[config.mk]
export PLATFORM = sky130hd
export DESIGN_NAME = cam_lookup_engine
export DESIGN_NICKNAME = d
export VERILOG_FILES = /design/src/rtl/cam_pkg.sv /design/src/rtl/cam_alloc_ptr.sv /design/src/rtl/cam_lookup_engine.sv
export SDC_FILE = /design/constraint.sdc
export NUM_CORES = 1
export LEC_CHECK = 0
export CAP_MARGIN = 15
export CORE_ASPECT_RATIO = 0.8
export CORE_UTILIZATION = 41
export DETAILED_ROUTE_END_ITERATION = 10
export HOLD_SLACK_MARGIN = 0.02
export MAX_ROUTING_LAYER = met4
export PLACE_DENSITY = 0.81
export REMOVE_ABC_BUFFERS = 1
export SYNTH_ARGS = -nofsm -noshare
export SYNTH_HDL_FRONTEND = slang
export SYNTH_SLANG_ARGS = --single-unit
[constraint.sdc]
create_clock -name clk -period 2 [get_ports clk]
set_input_delay 0.6 -clock clk [delete_from_list [all_inputs] [get_ports clk]]
set_output_delay 0.6 -clock clk [all_outputs]
set_load 0.005 [all_outputs]
[src/rtl/cam_pkg.sv]
// Shared sizes and FSM state encoding for the CAM lookup engine.
// Feature macro: CAM_LOOKUP_AUTO_ALLOC_EN (miss allocation) is consumed in cam_lookup_engine.sv.
package cam_pkg;

  localparam int CAM_DEPTH = 32;
  localparam int CAM_WIDTH = 32;
  localparam int CAM_IDX_W = 5;

  typedef enum logic [2:0] {
    ST_IDLE   = 3'd0,
    ST_SEARCH = 3'd1,
    ST_EVAL   = 3'd2,
    ST_WRITE  = 3'd3,
    ST_RESP   = 3'd4
  } cam_state_e;

endpackage

[src/rtl/cam_alloc_ptr.sv]
// Round-robin allocation pointer plus saturating occupancy counter.
// The pointer wraps past the last entry, so once the CAM is full the
// oldest installed entry is always the next one overwritten.
module cam_alloc_ptr
  import cam_pkg::*;
(
  input  logic                 clk,
  input  logic                 rst_i,
  input  logic                 adv_i,
  output logic [CAM_IDX_W-1:0] ptr_o,
  output logic [CAM_IDX_W:0]   occupancy_o,
  output logic                 full_o
);

  logic [CAM_IDX_W-1:0] ptr_q;
  logic [CAM_IDX_W:0]   occ_q;
  logic                 full;

  assign full = (occ_q == (CAM_IDX_W + 1)'(CAM_DEPTH));

  // Advance pointer and count installs; occupancy saturates at depth.
  always_ff @(posedge clk) begin
    if (rst_i) begin
      ptr_q <= '0;
      occ_q <= '0;
    end else if (adv_i) begin
      ptr_q <= ptr_q + CAM_IDX_W'(1);
      if (!full) occ_q <= occ_q + (CAM_IDX_W + 1)'(1);
    end
  end

  assign ptr_o       = ptr_q;
  assign occupancy_o = occ_q;
  assign full_o      = full;

endmodule

[src/rtl/cam_lookup_engine.sv]
// Lookup engine sitting in front of an external CAM: searches for a key,
// reports hit/index, and on a miss optionally installs the key.
// Feature macro: CAM_LOOKUP_AUTO_ALLOC_EN -- when defined, misses allocate an
// entry (FIFO replacement); when undefined, misses just report index 0 and
// the write port, occupancy and full flag are tied low.
//
// state  | meaning
// IDLE   | ready for a request
// SEARCH | search issued to CAM with key_q
// EVAL   | CAM result sampled, hit/miss decided
// WRITE  | key_q written at alloc pointer (allocation builds only)
// RESP   | response held until consumer accepts
module cam_lookup_engine
  import cam_pkg::*;
(
  input  logic                 clk,
  input  logic                 rst_i,
  input  logic                 req_valid_i,
  output logic                 req_ready_o,
  input  logic [CAM_WIDTH-1:0] req_key_i,
  output logic                 rsp_valid_o,
  input  logic                 rsp_ready_i,
  output logic                 rsp_hit_o,
  output logic [CAM_IDX_W-1:0] rsp_index_o,
  output logic [CAM_IDX_W:0]   occupancy_o,
  output logic                 full_o,
  output logic                 cam_search_enable_o,
  output logic [CAM_WIDTH-1:0] cam_search_data_o,
  input  logic                 cam_search_valid_i,
  input  logic [CAM_IDX_W-1:0] cam_search_index_i,
  output logic                 cam_write_enable_o,
  output logic [CAM_IDX_W-1:0] cam_write_index_o,
  output logic [CAM_WIDTH-1:0] cam_write_data_o
);

  cam_state_e           state_q, state_d;
  logic [CAM_WIDTH-1:0] key_q;
  logic                 rsp_hit_q;
  logic [CAM_IDX_W-1:0] rsp_index_q;
  logic [CAM_IDX_W-1:0] alloc_ptr;
  logic [CAM_IDX_W:0]   alloc_occ;
  logic                 alloc_full;
  logic                 search_act;

  cam_alloc_ptr u_alloc (
    .clk         (clk),
    .rst_i       (rst_i),
    .adv_i       (state_q == ST_WRITE),
    .ptr_o       (alloc_ptr),
    .occupancy_o (alloc_occ),
    .full_o      (alloc_full)
  );

  // State register.
  always_ff @(posedge clk) begin
    if (rst_i) state_q <= ST_IDLE;
    else       state_q <= state_d;
  end

  // Next-state logic.
  always_comb begin
    state_d = state_q;
    case (state_q)
      ST_IDLE:   if (req_valid_i) state_d = ST_SEARCH;
      ST_SEARCH: state_d = ST_EVAL;
      ST_EVAL: begin
        if (cam_search_valid_i) state_d = ST_RESP;
`ifdef CAM_LOOKUP_AUTO_ALLOC_EN
        else state_d = ST_WRITE;
`else
        else state_d = ST_RESP;
`endif
      end
      ST_WRITE:  state_d = ST_RESP;
      ST_RESP:   if (rsp_ready_i) state_d = ST_IDLE;
      default:   state_d = ST_IDLE;
    endcase
  end

  // Key capture and response fields, held stable through RESP.
  always_ff @(posedge clk) begin
    if (rst_i) begin
      key_q       <= '0;
      rsp_hit_q   <= 1'b0;
      rsp_index_q <= '0;
    end else begin
      case (state_q)
        ST_IDLE: if (req_valid_i) key_q <= req_key_i;
        ST_EVAL: begin
          rsp_hit_q   <= cam_search_valid_i;
          rsp_index_q <= cam_search_valid_i ? cam_search_index_i : '0;
        end
`ifdef CAM_LOOKUP_AUTO_ALLOC_EN
        ST_WRITE: begin
          rsp_hit_q   <= 1'b0;
          rsp_index_q <= alloc_ptr;
        end
`endif
        default: ;
      endcase
    end
  end

  // Outputs decoded from state; CAM strobes are masked by reset so a write
  // in flight when reset arrives never reaches the CAM.
  always_comb begin
    req_ready_o         = (state_q == ST_IDLE);
    rsp_valid_o         = (state_q == ST_RESP);
    search_act          = ((state_q == ST_SEARCH) || (state_q == ST_EVAL)) && !rst_i;
    cam_search_enable_o = search_act;
    cam_search_data_o   = search_act ? key_q : '0;
`ifdef CAM_LOOKUP_AUTO_ALLOC_EN
    cam_write_enable_o  = (state_q == ST_WRITE) && !rst_i;
    cam_write_index_o   = cam_write_enable_o ? alloc_ptr : '0;
    cam_write_data_o    = cam_write_enable_o ? key_q : '0;
`else
    cam_write_enable_o  = 1'b0;
    cam_write_index_o   = '0;
    cam_write_data_o    = '0;
`endif
  end

  assign rsp_hit_o   = rsp_hit_q;
  assign rsp_index_o = rsp_index_q;

`ifdef CAM_LOOKUP_AUTO_ALLOC_EN
  assign occupancy_o = alloc_occ;
  assign full_o      = alloc_full;
`else
  logic unused_alloc;
  assign unused_alloc = ^{alloc_ptr, alloc_occ, alloc_full};
  assign occupancy_o  = '0;
  assign full_o       = 1'b0;
`endif

endmodule

[Yosys cells after proc, flatten, opt, wreduce, memory -nomap -nowiden]
Index checks and enable logic that the tools add are counted.
Storage, ports and cells
  flip-flop bits (word level): 41
  input bits: 42
  output and inout bits: 86
  logic and storage cells: 22
Cells by class
  equality and inequality tests: 6
  mux-type cells: 5
  reductions and logical operators: 7
Operators with widths (count)
  $mux W32: 1
  $pmux W3 S4: 1
  $eq A3 B2 Y1 const B: 2
  $mux W3: 2
  $mux W5: 1
  $reduce_and A2 Y1: 2
  $eq A3 B1 Y1 const B: 1
  $eq A3 B3 Y1 const B: 1
  $logic_not A3 Y1: 1
  $ne A2 B1 Y1 const B: 1
  $ne A2 B2 Y1 const B: 1
  $reduce_or A2 Y1: 1
  $logic_and A1 B1 Y1: 1
  $logic_not A1 Y1: 1
  $logic_or A1 B1 Y1: 1

[Depth between registers and ports, before layout]
Gate-level depths: netlist (run 1).
  word-level depth: 4
  mapped depth: 5
  depth with buffers taken out: 2

[Worst setup path before layout (run 1)]
OpenSTA, ideal clock, no wires.
  path type: input port to output port
  start: input port rst_i
  end: output port cam_search_data_o[15]
  arrival time: 1.297 ns
  data required time: 1.400 ns
  setup slack: 0.103 ns
  stages on the path: 4
  path buffers: 2
  path through: or2_1 buf_2 buf_6 nor3b_1
On the way
  word-level cells in the longest chain between the ends: 3
RTL lines
  from (decl): line cam_lookup_engine.sv:17  | input logic rst_i,
  $logic_not A1 Y1: line cam_lookup_engine.sv:109  | search_act = ((state_q == ST_SEARCH) || (state_q == ST_EVAL)) && !rst_i;
  $logic_and A1 B1 Y1: line cam_lookup_engine.sv:109
  $mux W32: line cam_lookup_engine.sv:111  | cam_search_data_o = search_act ? key_q : '0;
  to (decl): line cam_lookup_engine.sv:28  | output logic [CAM_WIDTH-1:0] cam_search_data_o,
Every way passes these cells.

[Final worst setup path (run 1)]
  start: input port rst_i
  end: output port cam_search_data_o[18]
Same word-level chain as after synthesis.

==> results of run 1 <==
[power by group]
group / internal [W] / switching [W] / leakage, nW
logic: 0.000257 / 0.000207 / 1.06
registers: 0.000871 / 0.0000293 / 0.337
clock network: 0.000242 / 0.000278 / 0.0450
total: 0.00137 / 0.000514 / 1.44
[cell families (layout without fill, tap and decap cells)]
logic type / count (synthesis) / count (layout) / synth area share [%]
xor gates and xnor gates: 1 / 1 / 0.631
muxes: 38 / 38 / 14.7
AOI/OAI and AO/OA: 1 / 1 / 0.194
and+or+nand+nor: 118 / 118 / 32.9
buffers and inverters: 66 / 103 / 19.6
other: 1 / 45 / 0.145
DFF: 41 / 41 / 31.8
[state kept, by name (all words and copies together) (netlist names)]
register,cells
key_q,32
rsp_hit_o,1
rsp_index_o,5
state_q,3
[per-stage QoR]
stage                     area [um2]  setup TNS (ns)  total power (W)  worst slack (ns)  utilization [%]
after global placement          3280          -14.62          0.00132            -0.550             54.9
after global routing            3460           -3.09          0.00199            -0.133             57.9
after floorplan                 2240          -55.55          0.00113             -1.61                -
after CTS                       3410           -1.99          0.00188            -0.142             57.1
final                           3460           -2.01          0.00188           -0.0859             57.9
after detailed placement        3280          -15.12          0.00133            -0.559             54.9
[routing by layer]
| metal | vias to the layer above | part of all wire (%) | GRT usage [%] |
|---|---|---|---|
| li1 | 937 | - | - |
| met2 | 63 | 48 | 26.7 |
| met3 | 2 | 4.6 | 3.75 |
| met5 | - | 0 | - |
| met1 | 862 | 47 | 19.9 |
| met4 | 0 | 0.30 | 3.58 |
[cell usage after synthesis]
| cell type | count |
|---|---|
| a21oi_1 | 1 |
| buf_12 | 3 |
| buf_2 | 5 |
| buf_4 | 46 |
| buf_6 | 4 |
| clkbuf_1 | 8 |
| conb_1 | 1 |
| dfxtp_1 | 41 |
| mux2i_1 | 38 |
| nand2b_1 | 72 |
| nand3b_1 | 5 |
| nor2_1 | 1 |
| nor2b_1 | 1 |
| nor3_1 | 1 |
| nor3b_1 | 26 |
| nor3b_2 | 8 |
| nor3b_4 | 1 |
| nor4b_2 | 1 |
| or2_1 | 1 |
| or4b_1 | 1 |
| xnor2_2 | 1 |
[final timing paths]
check                          start                endpoint  slack [ns]
min reg2reg   key_q[10]$_SDFFE_PP0P_  key_q[10]$_SDFFE_PP0P_        0.47
min           key_q[10]$_SDFFE_PP0P_  key_q[10]$_SDFFE_PP0P_        0.47
max reg2reg  state_q[2]$_SDFFE_PP0P_  key_q[18]$_SDFFE_PP0P_        0.57
max                            rst_i   cam_search_data_o[18]       -0.09
[worst min-delay path, cell delays in order, from the launching register on]
cell      delay [ns]
dfxtp_1         0.31
nand2b_1        0.06
mux2i_1         0.05
[repair_timing]
action	in CTS	in global routing
buffers inserted	0	0
gates resized for setup	143	31
endpoints found under the hold margin	0	0
setup endpoints to repair	35	30
hold buffers	0	0
cloned	1	3
pin swaps	2	2
[cell type report]
| cell class | count | area [um2] | area share (%) |
|---|---|---|---|
| multi-input combinational | 203 | 1600 | 46.2 |
| tap | 81 | 101 | 2.93 |
| sequential | 41 | 825 | 23.8 |
| clock inverter | 2 | 10.0 | 0.289 |
| timing repair buffer | 95 | 852 | 24.6 |
| clock buffer | 6 | 72.6 | 2.10 |
==> results by group, run 1 <==
Setup path
  • FF-to-FF path depth: 4
  • Critical path, cell by cell: buf_6, or2_4, clkbuf_16, nor3b_2, buf_2
  • Worst EP required: roughly 1.4 ns
  • Critical Path AT: ~1.5 ns
  • Crit-path slowest cell: or2_4
  • CP top delay family: simple AND/OR/NAND/NOR gates
  • Max stage delay on crit path: slightly above 0.3 ns
  • Crit path buffers/inverters: 3
  • Max FO, Critical Path: 6
  • Critical path capture point type: primary output
  • Setup CP Type: input pin to primary output
  • Instance count on the critical path: 5
  • Crit start category: input pin

STA
  • FMAX: between 0.4 and 0.5 GHz
  • Final cycle utilization of the critical path: 104%
  • Least-Margin Pin Slew: 0.549 ns
  • Fin. Hold Viols: 0
  • Hold slack: around 0.47 ns
  • Pins Over Slew Limit: 0
  • # setup viols final: 32
  • Skew final: approximately 0.0039 ns
  • RSZ-0062 raised after global routing: yes
  • Min cycle time layout: between 2 and 2.5 ns
  • Max-slew headroom: 63.4%
  • Worst setup margin: -0.0859 ns

Clock network
  • Clk buf depth: 2
  • Clock transition at path regs: 0.08 ns
  • Clock tree sinks: 41
  • Worst skew pair latency: 0.28 ns
  • CTS tree: done
  • H-tree Lvls: 2
  • Root buffer cell: clkbuf_8
  • Inserted Clock Buffers: 5

Layout
  • Fin cells: between 400 and 500
  • Share of cells above drive strength 1: between 20% and 30%
  • NumNets Final: between 300 and 400
  • Layout area overhead: 34.0%
  • Leading cell types in the layout, fill and taps excluded: nand2b_1, clkdlybuf4s50_1, conb_1
  • Commonest non-fill, non-tap cell in the layout: nand2b_1
  • ANT cells: 0
  • Fillers: 561

Floorplan
  • Starting density of the core: a little over two fifths
  • Ports: approximately 130
  • Core ar.: between 5000 and 6000 um2
  • Die Ht: ~73 um
  • Die ar.: about 6600 um2
  • Row Count: 25
  • Die Wd: just over 90 um

Global routing
  • Gr ovfl total: 0
  • Initial antenna violation count: 0
  • GR Util All Layers: approximately 16%
  • Number of global-route vias before repair: roughly 1700
  • Largest net degree at the start of global routing: 79
  • Wire length of the first global-routing pass: around 8200 um

Logic synthesis
  • Yosys warns: 0
  • Sequential-to-total area share from yosys stat: 31.8%
  • Post-synth top area cell: dfxtp_1
  • Area contributors post-synth: dfxtp_1, nand2b_1, mux2i_1
  • Area share of the largest cell type after synthesis: between 30% and 40%
  • Avg Cell Area, Syn: 9.70 um2
  • Synth cell types: 21
  • Cell Area, Synth: around 2600 um2
  • Synthesized flop and latch total: between 40 and 50
  • Mapped Cells: 266

Route
  • Pre-antenna DRT Iters: 4
  • Vias post-DR: approximately 1900
  • DRC violations left: 0
  • 1st-iter DRT viols: 42
  • DRT antenna net count: 0
  • WL final: between 5000 and 6000 um
  • DR WL/cell: 13.1 um
  • DR vias/cell: 4.36

Placement
  • DP Wirelength: 3500 um
  • Port buffer count: a little over 80
  • Routability Congestion: 0.683
  • Cells after DPL: about 420

Min path
  • WHS Path Cells: 2
  • Hold Crit Class: flip-flop to flip-flop

Run
  • Max_cap viols: 0

Power
  • Leak: 1.44 nW
  • Maximum vdd drop: between 0.0003 and 0.0004 V
  • PD cells: between 500 and 600 nW/um2

Outcome
  • Failing checks: negative setup slack
  • Status: complete, but fails checks
No activity file was read; power rests on OpenSTA's default activity.
==> run 2: changes to the inputs <==
CORE_UTILIZATION = 63   (was 41)
DONT_BUFFER_PORTS = 1   (was default)
PLACE_DENSITY = 0.79   (was 0.81)
==> results by group, run 2 (synthesized netlist as in run 1, its figures left out) <==
Global routing
  • GR Util All Layers: 20.9% (+4.9 points)
  • Number of global-route vias before repair: 1419 (-18%)
  • Gr ovfl total: 0 (unchanged)
  • Wire length of the first global-routing pass: 6640 um (-19%)
  • Initial antenna violation count: 0 (unchanged)
  • Largest net degree at the start of global routing: 80 (+1.3%)

Route
  • Vias post-DR: 1566 (-16%)
  • DR vias/cell: 4.89 (+12%)
  • Pre-antenna DRT Iters: 4 (unchanged)
  • DR WL/cell: 13.6 um (+3.8%)
  • WL final: 4350 um (-22%)
  • 1st-iter DRT viols: 85 (+100%)
  • DRT antenna net count: 0 (unchanged)
  • DRC violations left: 0 (unchanged)

Clock network
  • Clock tree sinks: 41 (unchanged)
  • Clk buf depth: 2 (unchanged)
  • CTS tree: done
  • Root buffer cell: clkbuf_8
  • Inserted Clock Buffers: 5 (unchanged)
  • Clock transition at path regs: 0.07 ns (about the same)
  • Worst skew pair latency: 0.29 ns (about the same)
  • H-tree Lvls: 2 (unchanged)
  • Hold buffer count at CTS: 0 (unchanged)

Min path
  • WHS Path Cells: 1 (-1)
  • Hold Crit Class: input pin to flip-flop

Power
  • Maximum vdd drop: 0.000431 V (+9.6%)
  • PD cells: 715 nW/um2 (+31%)
  • Leak: 1.00 nW (-30%)

Layout
  • Util after Layout: 68.4% (+10 points)
  • Layout area overhead: 2.13%
  • Commonest non-fill, non-tap cell in the layout: nand2b_1
  • ANT cells: 0 (unchanged)
  • Seq. cell area: 823 um2 (-0.15%)
  • Fin cells: 320 (-25%)
  • Leading cell types in the layout, fill and taps excluded: nand2b_1, conb_1, dfxtp_1
  • Share of cells above drive strength 1: 14.0% (-13 points)
  • Max reg flops: 32 (unchanged)
  • Fillers: 319 (-43%)
  • Largest reg by FF count: key_q
  • Multi-input logic area: 1490 um2 (-7.0%)
  • NumNets Final: 306 (-21%)

Floorplan
  • Die Wd: 73.5 um (-19%)
  • Die ar.: 4360 um2 (-34%)
  • Starting density of the core: 66.9% (+24 points)
  • Die Ht: 59.2 um (-19%)
  • Row Count: 20 (-20%)
  • Ports: 128 (unchanged)
  • Core ar.: 3850 um2 (-35%)

Placement
  • Port buffer count: 0 (-100%)
  • Routability Congestion: 0.647 (-5.2%)
  • DP Wirelength: 2810 um (-20%)
  • Cells after DPL: 308 (-26%)

STA
  • Pins Over Slew Limit: 0 (unchanged)
  • # setup viols final: 0 (-100%)
  • Fin. Hold Viols: 0 (unchanged)
  • Min cycle time layout: 1.97 ns (-0.112 ns)
  • Skew final: 0.00554 ns (+0.00167 ns)
  • TNS Setup: 0 ns (+2.01 ns)
  • Final cycle utilization of the critical path: 98.7% (-5.6 points)
  • Hold slack: 0.382 ns (-0.0875 ns)
  • RSZ-0062 raised after global routing: yes
  • FMAX: 0.507 GHz (+5.7%)

Setup path
  • FF-to-FF path depth: 4 (unchanged)
  • Crit start category: input pin
  • Crit-path slowest cell: nor3b_1
  • Worst EP required: 1.40 ns (about the same)
  • Setup CP Type: input pin to primary output
  • Critical path, cell by cell: or2_1, buf_12, nor3b_1
  • Max FO, Critical Path: 79 (+73)
  • Critical path capture point type: primary output
  • Max stage delay on crit path: 0.29 ns (-0.02 ns)
  • Critical Path AT: 1.37 ns (-0.12 ns)

Run
  • Max_cap viols: 0 (unchanged)

Outcome
  • Status: complete, no violations
run 2: cell type report:
class	count	area share (%)
repair buffers	12	5.32
flip-flops and latches	41	31.2
clock buffers	7	3.28
clock inverters	1	1.14
well taps	55	2.61
multi-input cells	204	56.4
run 2: worst max-delay path, delay by kind of cell:
family                 cells  cell delay, ns
AND/OR/NAND/NOR            2            0.56
buffers and inverters      1            0.19
run 2: worst paths after layout:
path / start / endpoint / slack [ns]
worst max-delay path: rst_i / cam_search_data_o[15] / 0.03
worst min register to register: key_q[22]$_SDFFE_PP0P_ / key_q[22]$_SDFFE_PP0P_ / 0.47
worst min-delay path: rst_i / state_q[0]$_SDFFE_PP0P_ / 0.38
worst max register to register: state_q[0]$_SDFFE_PP0P_ / key_q[19]$_SDFFE_PP0P_ / 0.55
run 2: report_power, final:
group	switching, W	internal (W)	leakage (nW)
Sequential	0.0000318	0.000871	0.337
Combinational	0.000148	0.000158	0.605
Clock	0.000267	0.000407	0.0585
Total	0.000447	0.00144	1.00
run 2: timing repair:
action / CTS / global route
endpoints found under the setup margin: 33 / 13
setup buffers: 2 / 1
gates cloned: 1 / 0
resized for setup: 3 / 4
pin swaps: 1 / 1
run 2: per-stage QoR:
stage / setup slack [ns] / cell area [um2] / total power (W)
finish: 0.0257 / 2640 / 0.00188
global route: -0.0231 / 2640 / 0.00197
CTS: 0.0341 / 2590 / 0.00189
detailed placement: -0.0849 / 2420 / 0.00119
global placement: -0.00520 / 2420 / 0.00118
floorplan: -1.61 / 2240 / 0.00113
run 2: routing by layer:
layer,wire length [um],GRT usage (%)
met1,1920,24.5
met3,342,6.29
met5,0,-
met4,59,8.24
met2,2030,33.7
